## src/rtl/number_builder_pkg.sv

```systemverilog
// Shared constants for the G-code number builder.
// Digit/byte widths and the largest legal decimal digit.
package number_builder_pkg;

  localparam int DIGIT_BITS = 4;
  localparam int BYTE_BITS  = 8;

  localparam logic [DIGIT_BITS-1:0] MAX_DIGIT = 4'd9;

  typedef logic [DIGIT_BITS-1:0] digit_t;

endpackage

```

## src/rtl/number_builder_mul10_add.sv

```systemverilog
// Combinational acc*10 + digit, truncated to NUM_BITS.
// Ports: acc (in), digit (in), result (out).
module number_builder_mul10_add
  import number_builder_pkg::*;
#(
  parameter int NUM_BITS = 32
) (
  input  logic [NUM_BITS-1:0]   acc,
  input  logic [DIGIT_BITS-1:0] digit,
  output logic [NUM_BITS-1:0]   result
);

  localparam int WIDE = NUM_BITS + 4;

  logic [WIDE-1:0] acc_w;
  logic [WIDE-1:0] dig_w;
  logic [WIDE-1:0] wide;

  assign acc_w = {4'b0, acc};
  assign dig_w = {{(WIDE-DIGIT_BITS){1'b0}}, digit};

  // x*10 = x*8 + x*2; the extra 4 bits hold the carry-out, then dropped
  assign wide   = (acc_w << 3) + (acc_w << 1) + dig_w;
  assign result = NUM_BITS'(wide);

endmodule

```

## src/rtl/number_builder.sv

```systemverilog
// Decimal digit accumulator with combinational sign output.
// Ports: clk, reset, clk_en, zero, is_negative, digit, advance, num.
module number_builder
  import number_builder_pkg::*;
#(
  parameter int NUM_BITS = 32
) (
  input  logic                  clk,
  input  logic                  reset,
  input  logic                  clk_en,
  input  logic                  zero,
  input  logic                  is_negative,
  input  logic [DIGIT_BITS-1:0] digit,
  input  logic                  advance,
  output logic [NUM_BITS-1:0]   num
);

  logic [NUM_BITS-1:0] acc;
  logic [NUM_BITS-1:0] acc_next;
  logic                digit_ok;

  number_builder_mul10_add #(
    .NUM_BITS (NUM_BITS)
  ) u_mul10_add (
    .acc    (acc),
    .digit  (digit),
    .result (acc_next)
  );

  assign digit_ok = (digit <= MAX_DIGIT);

  always_ff @(posedge clk) begin
    if (reset) begin
      acc <= '0;
    end else if (clk_en) begin
      if (zero) begin
        acc <= '0;
      end else if (advance && digit_ok) begin
        acc <= acc_next;
      end
    end
  end

  // The MSB-only value maps to itself under negation
  assign num = is_negative ? (~acc + NUM_BITS'(1)) : acc;

endmodule

```

## config.mk

```make
export PLATFORM = sky130hd
export DESIGN_NAME = number_builder
export DESIGN_NICKNAME = d
export VERILOG_FILES = /design/src/rtl/number_builder_pkg.sv /design/src/rtl/number_builder_mul10_add.sv /design/src/rtl/number_builder.sv
export SDC_FILE = /design/constraint.sdc
export NUM_CORES = 1
export LEC_CHECK = 0
export BUFFER_PORTS_ARGS = -buffer_cell sky130_fd_sc_hd__buf_4
export CORE_AREA = 2 2 84 86
export DETAILED_ROUTE_END_ITERATION = 6
export DIE_AREA = 0 0 86 88
export GPL_TIMING_DRIVEN = 0
export PLACE_DENSITY = 0.87
export SETUP_SLACK_MARGIN = 0.1
export SLEW_MARGIN = 20
export SYNTH_ARGS = -nofsm -noshare
export SYNTH_HDL_FRONTEND = slang
export SYNTH_HIERARCHICAL = 1
export SYNTH_SLANG_ARGS = --single-unit
```

## constraint.sdc

```tcl
create_clock -name clk -period 4.2 [get_ports clk]
set_clock_uncertainty 0.2 [all_clocks]
set_input_delay 0.42 -clock clk [delete_from_list [all_inputs] [get_ports clk]]
set_output_delay 0.42 -clock clk [all_outputs]
set_load 0.05 [all_outputs]
```

### Yosys cells after proc, flatten, opt, wreduce, memory -nomap -nowiden

Index checks and enable logic that the tools add are counted.

| operators by class | value |
|---|---|
| add/subtract/negate cells | 3 |
| magnitude comparators | 1 |
| mux-type cells | 3 |
| bitwise logic cells | 1 |
| reductions and logical operators | 3 |

Operator list:

| kind | count |
|---|---|
| $mux W32 | 3 |
| $add A32 B1 Y32 const B | 1 |
| $add A32 B32 Y32 | 1 |
| $add A32 B4 Y32 | 1 |
| $not A32 Y32 | 1 |
| $le A4 B4 Y1 const B | 1 |
| $reduce_and A2 Y1 | 1 |
| $reduce_bool A2 Y1 | 1 |
| $logic_and A1 B1 Y1 | 1 |

| word-level totals | value |
|---|---|
| bits in registers | 32 |
| input port bits | 10 |
| word-level logic and storage cells | 12 |

### Longest topological paths before layout

Gate-level depths: netlist of the first run.

| logic depth | value |
|---|---|
| word-level depth | 4 |
| mapped depth | 13 |
| gate-level depth less buffers | 13 |

### Modules after synthesis

Netlist of the first run, hierarchy kept.

Modules (own cells, without submodules):

| module | times used | cells an instance | area each (µm²) |
|---|---|---|---|
| number_builder_mul10_add | 1 | 265 | 1996.9 |
| number_builder | 1 | 243 | 1975.6 |

### Least setup slack after synthesis of the first run

No wires, ideal clock.

| timing | value |
|---|---|
| path type | flip-flop to output port |
| start point | reg acc[8] |
| end point | out num[21] |
| data arrival time | 2.432 ns |
| slack | 1.148 ns |
| cell stages (with the launch flop) | 7 |
| buffers on the path | 2 |
| cells stage by stage | dfxtp_1 -> or4_4 -> or4_4 -> buf_6 -> buf_12 -> o41ai_4 -> xnor2_1 |

| on the way | value |
|---|---|
| longest elaborated chain between the ends | 3 |

RTL lines:

| what | line | RTL |
|---|---|---|
| start, declared | number_builder.sv:18 | `logic [NUM_BITS-1:0] acc;` |
| start signal, assigned | number_builder.sv:39 | `acc <= acc_next;` |
| $not A32 Y32 | number_builder.sv:45 | `assign num = is_negative ? (~acc + NUM_BITS'(1)) : acc;` |
| $add A32 B1 Y32 | number_builder.sv:45 |  |
| $mux W32 | number_builder.sv:45 |  |
| end, declared | number_builder.sv:15 | `output logic [NUM_BITS-1:0] num` |

No other way between the ends.

### Worst setup path after layout of the first run

| timing | value |
|---|---|
| start point | reg acc[0] |
| end point | reg acc[20] |

| on the way | value |
|---|---|
| longest elaborated chain between the ends | 4 |

RTL lines:

| what | line | RTL |
|---|---|---|
| $add A32 B32 Y32 | number_builder_mul10_add.sv:23 | `assign wide = (acc_w << 3) + (acc_w << 1) + dig_w;` |
| $add A32 B4 Y32 | number_builder_mul10_add.sv:23 |  |
| named net acc_next[20] | number_builder.sv:19 | `logic [NUM_BITS-1:0] acc_next;` |
| $mux W32 | number_builder.sv:38 | `end else if (advance && digit_ok) begin` |
| $mux W32 | number_builder.sv:36 | `if (zero) begin` |

The timed path passes the listed nets, and every way through them passes these cells. The select of a mux whose other input is x is not followed.
A chain may end at the register's enable or synchronous reset.

==> impl_table.tex, run 1 <==
\begin{tabular}{lr}
\hline
Metric & Value \\
\hline
\multicolumn{2}{l}{\textbf{Status}} \\
Run status & finished, final reports clean \\
\multicolumn{2}{l}{\textbf{Clock tree}} \\
CTS-repair resized insts & 0 \\
Sink count of the clock tree & 32 \\
Root Driver & sky130\_fd\_sc\_hd\_\_clkbuf\_8 \\
Setup Buffers After CTS & 0 \\
Number of buffers created by CTS & 5 \\
Clock transition at the registers of the reported paths & 0.08 ns \\
Buffer levels on the longest clock path & 2 \\
Clock latency of the later-clocked register in the worst-skew pair & 0.30 ns \\
CTS tree & done \\
Number of buffers inserted by hold repair at cts & 0 \\
H-Tree Level Count & 2 \\
\multicolumn{2}{l}{\textbf{Yosys}} \\
Syn\_area\_per\_cell & 7.820 um2 \\
Share of the yosys chip area belonging to registers & 16.13\% \\
Post-Synthesis Cell Area & 3973 um2 \\
Share of synthesized registers carrying an async set or reset & 0\% \\
Gate count of the mapped netlist & 508 \\
Register bit total from synthesis & 32 \\
Main synth FF type & sky130\_fd\_sc\_hd\_\_dfxtp\_1 \\
Count of different cell masters after synthesis & 56 \\
Total nets after synthesis & 579 \\
Number of enable flip-flop cells after synthesis & 0 \\
Number of warnings printed during yosys synthesis & 6 \\
\multicolumn{2}{l}{\textbf{Placed design}} \\
Count of port buffers added during placement & 40 \\
Weighted congestion reported at the end of routability-driven placement & 0.9231 \\
HPWL after DPL & 8513 um \\
DP Worst Slack & 0.7381 ns \\
\multicolumn{2}{l}{\textbf{Die}} \\
Overall die area & 7568 um2 \\
Floorplan Core Area & 6644 um2 \\
Die Y & 88 um \\
Die Width & 86 um \\
Count of standard-cell rows & 30 \\
Initial Util & 59.79\% \\
\# IOs & 42 \\
\multicolumn{2}{l}{\textbf{Timing}} \\
Worst Hold Slack & 0.1201 ns \\
Crit path setup slack, layout & 0.7069 ns \\
Total Negative Setup Slacks & 0 ns \\
Upper clock frequency limit & 0.2863 GHz \\
Max-slew headroom at the worst pin & 54.61\% \\
Final Hold Violating Endpoints & 0 \\
Shortest clock period the worst path allows after layout & 3.493 ns \\
Portion of the clock cycle consumed by the worst path in the final layout & 83.17\% \\
Slew of the pin with the lowest slew margin & 0.6809 ns \\
Unrepaired setup endpoints after global routing & false \\
Endpoints failing setup & 0 \\
Number of pins exceeding their max-slew limit in the final report & 0 \\
\multicolumn{2}{l}{\textbf{Worst setup path}} \\
Critical-path cell list & inv\_1 > fa\_1 > fa\_1 > nor2b\_1 > o31a\_1 > o311a\_4 > nor2\_4 > o31ai\_2 > a21oi\_1 > xnor2\_1 > nand2\_1 > a21oi\_1 \\
Crit path capture type & flip-flop \\
Required time worst endpoint & 4.23 ns \\
Crit path largest cell delay & 0.51 ns \\
Critical setup path kind & flip-flop to flip-flop \\
CP max stage cell & sky130\_fd\_sc\_hd\_\_fa\_1 \\
Crit Path Max Fanout & 6 \\
Sort of element at the start of the critical path & flip-flop \\
CP Data Arrival Time & 3.52 ns \\
\multicolumn{2}{l}{\textbf{Cells and area}} \\
Utilization of the core after routing & 67.72\% \\
Area grow syn2layout & 13.26\% \\
Number of flip-flops in the largest register & 32 \\
Top register by number of flip-flops & acc \\
Regs by FF count & acc: 32 flops \\
Number of diodes & 0 \\
Net count reported at finish & 626 \\
Ratio of cells with drive above 1 in the final layout & 14.21\% \\
\multicolumn{2}{l}{\textbf{Power}} \\
Sequential share of power & 36.9\% \\
Switching part of the total power & 31.19\% \\
Maximum vdd drop & 0.1359 mV \\
Leak pwr & 0.002086 uW \\
Power density cells & 184.4 nW/um2 \\
Internal power & 570.9 uW \\
Relative contribution of combinational cells to total power & 22.2\% \\
Sw power & 258.8 uW \\
Clock network fraction of total power & 40.9\% \\
\multicolumn{2}{l}{\textbf{Job}} \\
Max-Cap Viols & 0 \\
\multicolumn{2}{l}{\textbf{GRT}} \\
Number of antenna violations at the first check in global routing & 0 \\
Pin count of the biggest net entering global routing & 11 \\
Overflow after GRT & 0 \\
Total routing resource utilization after global routing & 29.48\% \\
Global-route wire length before repair & 17960 um \\
Number of global-route vias before repair & 3830 \\
\multicolumn{2}{l}{\textbf{Route}} \\
Post-route DRC violation count & 0 \\
Detailed-route wire length per cell & 17.67 um \\
Iteration count of the initial detailed-routing pass & 5 \\
Via density per instance & 6.398 \\
Iter 0 DRT Violations & 393 \\
Antenna-violating nets left & 0 \\
Via Count & 4069 \\
Final routed wirelength across all metal layers & 11240 um \\
\multicolumn{2}{l}{\textbf{Min path}} \\
Path type of the worst min-delay path & input pin to flip-flop \\
\hline
\end{tabular}
-- worst max-delay path: cells and delay by family (launching register included) --
family	cells	cell delay, ns
compound gates	5	1.20
xor+xnor	1	0.19
fa+ha+maj	2	0.98
buf+inv	1	0.10
flops	1	0.46
simple gates	3	0.29
-- cells in the mapped netlist, types with 8 or more instances --
cell type | n | area [um2]
sky130_fd_sc_hd__clkbuf_1 | 18 | 67.56
sky130_fd_sc_hd__o31ai_1 | 8 | 60.06
sky130_fd_sc_hd__dfxtp_1 | 32 | 640.6
sky130_fd_sc_hd__xor2_1 | 11 | 96.34
sky130_fd_sc_hd__nor2_1 | 16 | 60.06
sky130_fd_sc_hd__a21oi_1 | 64 | 320.3
sky130_fd_sc_hd__nand2_1 | 59 | 221.5
sky130_fd_sc_hd__o21ai_0 | 54 | 270.3
sky130_fd_sc_hd__ha_1 | 59 | 738.2
sky130_fd_sc_hd__xnor2_1 | 48 | 420.4
sky130_fd_sc_hd__inv_1 | 18 | 67.56
sky130_fd_sc_hd__o21ai_1 | 11 | 55.05
-- power by group through the flow --
| stage | Combinational [uW] | Sequential (uW) | Clock, uW |
|---|---|---|---|
| final | 185 | 306 | 339 |
| after CTS | 182 | 306 | 336 |
| after floorplan | 127 | 312 | 0 |
| after detailed placement | 181 | 313 | 0 |
| after global routing | 193 | 306 | 350 |
| after global placement | 178 | 313 | 0 |
-- final timing paths --
check,slack (ns),depth (start not counted),to,start
setup / recovery,0.71,12,acc[20],acc[0]
hold / removal,0.12,2,acc[7],reset
setup reg to reg,0.71,12,acc[20],acc[0]
hold reg to reg,0.32,2,acc[31],acc[31]
-- routing by layer --
layer	part of all wire [%]	vias to the layer above	global-route usage (%)	wire length [um]
li1	-	1942	-	-
met4	1.9	0	9.812	219
met5	0	-	0	0
met2	48	211	49.61	5349
met1	42	1880	38.08	4751
met3	8.2	36	5.467	919
-- area by class of cell --
class	instances	area, um2
Buffer	29	147.6
Clock buffer	7	96.34
Clock inverter	1	30.03
Fill cell	523	2145
Inverter	18	67.56
Multi-Input combinational cell	429	3117
Sequential cell	32	640.6
Tap cell	80	100.1
Timing Repair Buffer	40	300.3
-- kinds of logic (layout without fill, tap and decap cells) --
logic type | Yosys count | count (layout) | synth area share (%)
flops | 32 | 32 | 16.13
simple gates | 120 | 120 | 14.55
xor+xnor | 59 | 59 | 13.01
buf+inv | 47 | 95 | 5.417
compound gates | 189 | 189 | 31.31
fa+ha+maj | 61 | 61 | 19.59
-- per-stage QoR --
| stage | instance area (um2) | std cells | total power (uW) |
|---|---|---|---|
| final | 4499 | 636 | 829.7 |
| after global routing | 4499 | 636 | 848.8 |
| after CTS | 4499 | 636 | 824.3 |
| after detailed placement | 4373 | 628 | 494.4 |
| after global placement | 4373 | 628 | 490.9 |
| after floorplan | 3973 | 508 | 439.2 |
-- cells in the final DEF (no fill, tap or decap), types with 6 or more instances in the layout --
cell,netlist,routed
sky130_fd_sc_hd__ha_1,59,59
sky130_fd_sc_hd__o21ai_0,54,54
sky130_fd_sc_hd__nor3_1,6,6
sky130_fd_sc_hd__xor2_1,11,11
sky130_fd_sc_hd__inv_1,18,18
sky130_fd_sc_hd__o31ai_1,8,8
sky130_fd_sc_hd__clkbuf_1,18,18
sky130_fd_sc_hd__a21oi_1,64,64
sky130_fd_sc_hd__nand3_1,7,7
sky130_fd_sc_hd__xnor2_1,48,48
sky130_fd_sc_hd__nand2_1,59,59
sky130_fd_sc_hd__clkbuf_8,0,7
sky130_fd_sc_hd__dfxtp_1,32,32
sky130_fd_sc_hd__o41ai_1,6,6
sky130_fd_sc_hd__o21ai_1,11,11
sky130_fd_sc_hd__buf_4,2,42
sky130_fd_sc_hd__nor2_1,16,16
(Power assumes the default switching activity.)
==> run 2, diff against run 1 <==
Clock period 4.2 ns to 3.6 ns, I/O delays scaled along.
==> run 2 against run 1 <==
  * Non-clock buffer count unchanged
  * Core utilization up 0.17 points
  * Sequential share of layout area about the same
  * Sequential cell count unchanged
  * Critical path depth decreased by 5
  * Largest cell class unchanged
  * Count of clock-buffer cells in the layout is the same
==> impl_table.tex, run 2 (same netlist as run 1, synthesis figures left out) <==
\begin{tabular}{lr}
\hline
Metric & Value \\
\hline
\multicolumn{2}{l}{\textbf{Min path}} \\
Number of stages on the worst hold path & 2 (unchanged) \\
Critical hold path startpoint & reset (unchanged) \\
Path type of the worst min-delay path & input pin to flip-flop (unchanged) \\
Worst Hold End & acc[7] (unchanged) \\
\multicolumn{2}{l}{\textbf{Power}} \\
Sw power & 301.7 uW (was 258.8 uW) \\
Relative contribution of combinational cells to total power & 22.2\% (about the same) \\
Sequential share of power & 36.9\% (about the same) \\
Leak pwr & 0.002088 uW (was 0.002086 uW) \\
Clock network fraction of total power & 40.8\% (was 40.9\%) \\
Internal power & 666.2 uW (was 570.9 uW) \\
Switching part of the total power & 31.17\% (was 31.19\%) \\
Power density cells & 214.6 nW/um2 (was 184.4 nW/um2) \\
Maximum vdd drop & 0.1587 mV (was 0.1359 mV) \\
\multicolumn{2}{l}{\textbf{Cells and area}} \\
Top register by number of flip-flops & acc (unchanged) \\
Commonest cells after routing, fill and taps aside & sky130\_fd\_sc\_hd\_\_a21oi\_1, sky130\_fd\_sc\_hd\_\_nand2\_1, sky130\_fd\_sc\_hd\_\_ha\_1, sky130\_fd\_sc\_hd\_\_o21ai\_0, sky130\_fd\_sc\_hd\_\_xnor2\_1 (unchanged) \\
Post-route design area & 4511 um2 (was 4499 um2) \\
Ratio of cells with drive above 1 in the final layout & 14.57\% (was 14.21\%) \\
Area grow syn2layout & 13.54\% (was 13.26\%) \\
Regs by FF count & acc: 32 flops (unchanged) \\
Most common cell after layout, fill and taps aside & sky130\_fd\_sc\_hd\_\_a21oi\_1 (unchanged) \\
Number of flip-flops in the largest register & 32 (unchanged) \\
Net count reported at finish & 626 (unchanged) \\
Number of diodes & 0 (unchanged) \\
\multicolumn{2}{l}{\textbf{GRT}} \\
Global-route wire length before repair & 17960 um (unchanged) \\
Pin count of the biggest net entering global routing & 11 (unchanged) \\
Total routing resource utilization after global routing & 29.48\% (unchanged) \\
Grt met3 use & 5.467\% (unchanged) \\
Overflow after GRT & 0 (unchanged) \\
GR met2 Demand/Resource & 49.61\% (unchanged) \\
Number of antenna violations at the first check in global routing & 0 (unchanged) \\
Number of global-route vias before repair & 3830 (unchanged) \\
Routing usage on met1 & 38.08\% (unchanged) \\
Peak-usage layer in the global routing report & met2 (unchanged) \\
\multicolumn{2}{l}{\textbf{Die}} \\
Die Width & 86 um (unchanged) \\
Die Y & 88 um (unchanged) \\
Overall die area & 7568 um2 (unchanged) \\
Count of standard-cell rows & 30 (unchanged) \\
\# IOs & 42 (unchanged) \\
Floorplan Core Area & 6644 um2 (unchanged) \\
Initial Util & 59.79\% (unchanged) \\
\multicolumn{2}{l}{\textbf{Worst setup path}} \\
Worst flop-to-flop path endpoint & acc[25] (was acc[20]) \\
Depth of the most critical reg-to-reg path & 13 (was 12) \\
Crit Path Max Fanout & 10 (was 6) \\
Sort of element at the start of the critical path & flip-flop (unchanged) \\
R2r setup slk & 0.30 ns (was 0.71 ns) \\
FF-to-FF Start & acc[0] (unchanged) \\
Critical setup path kind & flip-flop to output port (was flip-flop to flip-flop) \\
CP Data Arrival Time & 2.84 ns (was 3.52 ns) \\
Crit path capture type & output port (was flip-flop) \\
Required time worst endpoint & 3.04 ns (was 4.23 ns) \\
\multicolumn{2}{l}{\textbf{Timing}} \\
Unrepaired setup endpoints after global routing & false (unchanged) \\
Slew of the pin with the lowest slew margin & 0.6795 ns (was 0.6809 ns) \\
Number of pins exceeding their max-slew limit in the final report & 0 (unchanged) \\
Portion of the clock cycle consumed by the worst path in the final layout & 94.57\% \\
Shortest clock period the worst path allows after layout & 3.404 ns \\
Max-slew headroom at the worst pin & 54.70\% (was 54.61\%) \\
Crit path setup slack, layout & 0.1956 ns (was 0.7069 ns) \\
Total Negative Setup Slacks & 0 ns (unchanged) \\
Final Hold Violating Endpoints & 0 (unchanged) \\
Endpoints failing setup & 0 (unchanged) \\
Upper clock frequency limit & 0.2937 GHz \\
\multicolumn{2}{l}{\textbf{Clock tree}} \\
Setup Buffers After CTS & 0 (unchanged) \\
Sink count of the clock tree & 32 (unchanged) \\
CTS tree & done (unchanged) \\
Clock latency of the later-clocked register in the worst-skew pair & 0.30 ns (about the same) \\
Number of buffers created by CTS & 5 (unchanged) \\
Number of buffers inserted by hold repair at cts & 0 (unchanged) \\
Buffer levels on the longest clock path & 2 (unchanged) \\
H-Tree Level Count & 2 (unchanged) \\
Clock transition at the registers of the reported paths & 0.08 ns (about the same) \\
Root Driver & sky130\_fd\_sc\_hd\_\_clkbuf\_8 (unchanged) \\
CTS-repair resized insts & 0 (unchanged) \\
\multicolumn{2}{l}{\textbf{Route}} \\
Iter 0 DRT Violations & 371 (was 393) \\
Post-route DRC violation count & 0 (unchanged) \\
Via Count & 4061 (was 4069) \\
Antenna-violating nets left & 0 (unchanged) \\
Final routed wirelength across all metal layers & 11250 um (was 11240 um) \\
Iteration count of the initial detailed-routing pass & 5 (unchanged) \\
Detailed-route wire length per cell & 17.69 um (was 17.67 um) \\
Via density per instance & 6.385 (was 6.398) \\
\multicolumn{2}{l}{\textbf{Placed design}} \\
HPWL after DPL & 8513 um (unchanged) \\
Count of port buffers added during placement & 40 (unchanged) \\
DP Worst Slack & 0.1659 ns (was 0.7381 ns) \\
Cell area reported after detailed placement & 4373 um2 (unchanged) \\
Weighted congestion reported at the end of routability-driven placement & 0.9231 (unchanged) \\
\multicolumn{2}{l}{\textbf{Status}} \\
Run status & finished, final reports clean (unchanged) \\
\multicolumn{2}{l}{\textbf{Job}} \\
Max-Cap Viols & 0 (unchanged) \\
\hline
\end{tabular}
[run 2: power by group through the flow]
stage	combinational, uW	clock [uW]	sequential (uW)
after floorplan	148	0	365
after global placement	207	0	365
after detailed placement	211	0	365
after CTS	212	392	357
after global routing	225	408	357
final	215	395	357
[run 2: stage by stage]
stage	utilization [%]	hold WS, ns	instances	power, uW
after floorplan	-	0.2291	508	512.4
after global placement	65.82	0.2956	628	572.7
after detailed placement	65.82	0.3002	628	576.8
after CTS	67.72	0.05362	636	961.7
after global routing	67.89	0.07156	636	990.3
final	67.89	0.06215	636	967.9
[run 2: worst max-delay path, stage by stage (launching register included)]
cell                      delay [ns]
sky130_fd_sc_hd__dfxtp_1        0.40
sky130_fd_sc_hd__or4_4          0.58
sky130_fd_sc_hd__or4_4          0.45
sky130_fd_sc_hd__buf_6          0.17
sky130_fd_sc_hd__buf_12         0.15
sky130_fd_sc_hd__o41ai_2        0.34
sky130_fd_sc_hd__xnor2_1        0.19
sky130_fd_sc_hd__buf_4          0.24
[run 2: worst max-delay path by stage]
stage | from | end | slack, ns | cells after the start
final | acc[8] | num[17] | 0.20 | 7
after global routing | acc[0] | acc[25] | 0.11 | 13
after floorplan | acc[8] | num[21] | 0.61 | 6
after global placement | acc[0] | acc[24] | 0.22 | 12
after CTS | acc[0] | acc[28] | 0.15 | 12
after detailed placement | acc[0] | acc[28] | 0.17 | 12
[run 2: area by class of cell]
| class | instances | area [um2] |
|---|---|---|
| multi-input cells | 429 | 3126 |
| plain buffers | 29 | 147.6 |
| repair buffers | 40 | 300.3 |
| well taps | 80 | 100.1 |
| clock buffers | 7 | 96.34 |
| flip-flops and latches | 32 | 643.1 |
| fillers | 519 | 2133 |
| clock inverters | 1 | 30.03 |
| inverters | 18 | 67.56 |
[run 2: layer usage]
| metal | up-vias | share of wire, % |
|---|---|---|
| li1 | 1941 | - |
| met1 | 1902 | 43 |
| met2 | 188 | 48 |
| met3 | 30 | 7.9 |
| met4 | 0 | 1.8 |
| met5 | - | 0 |
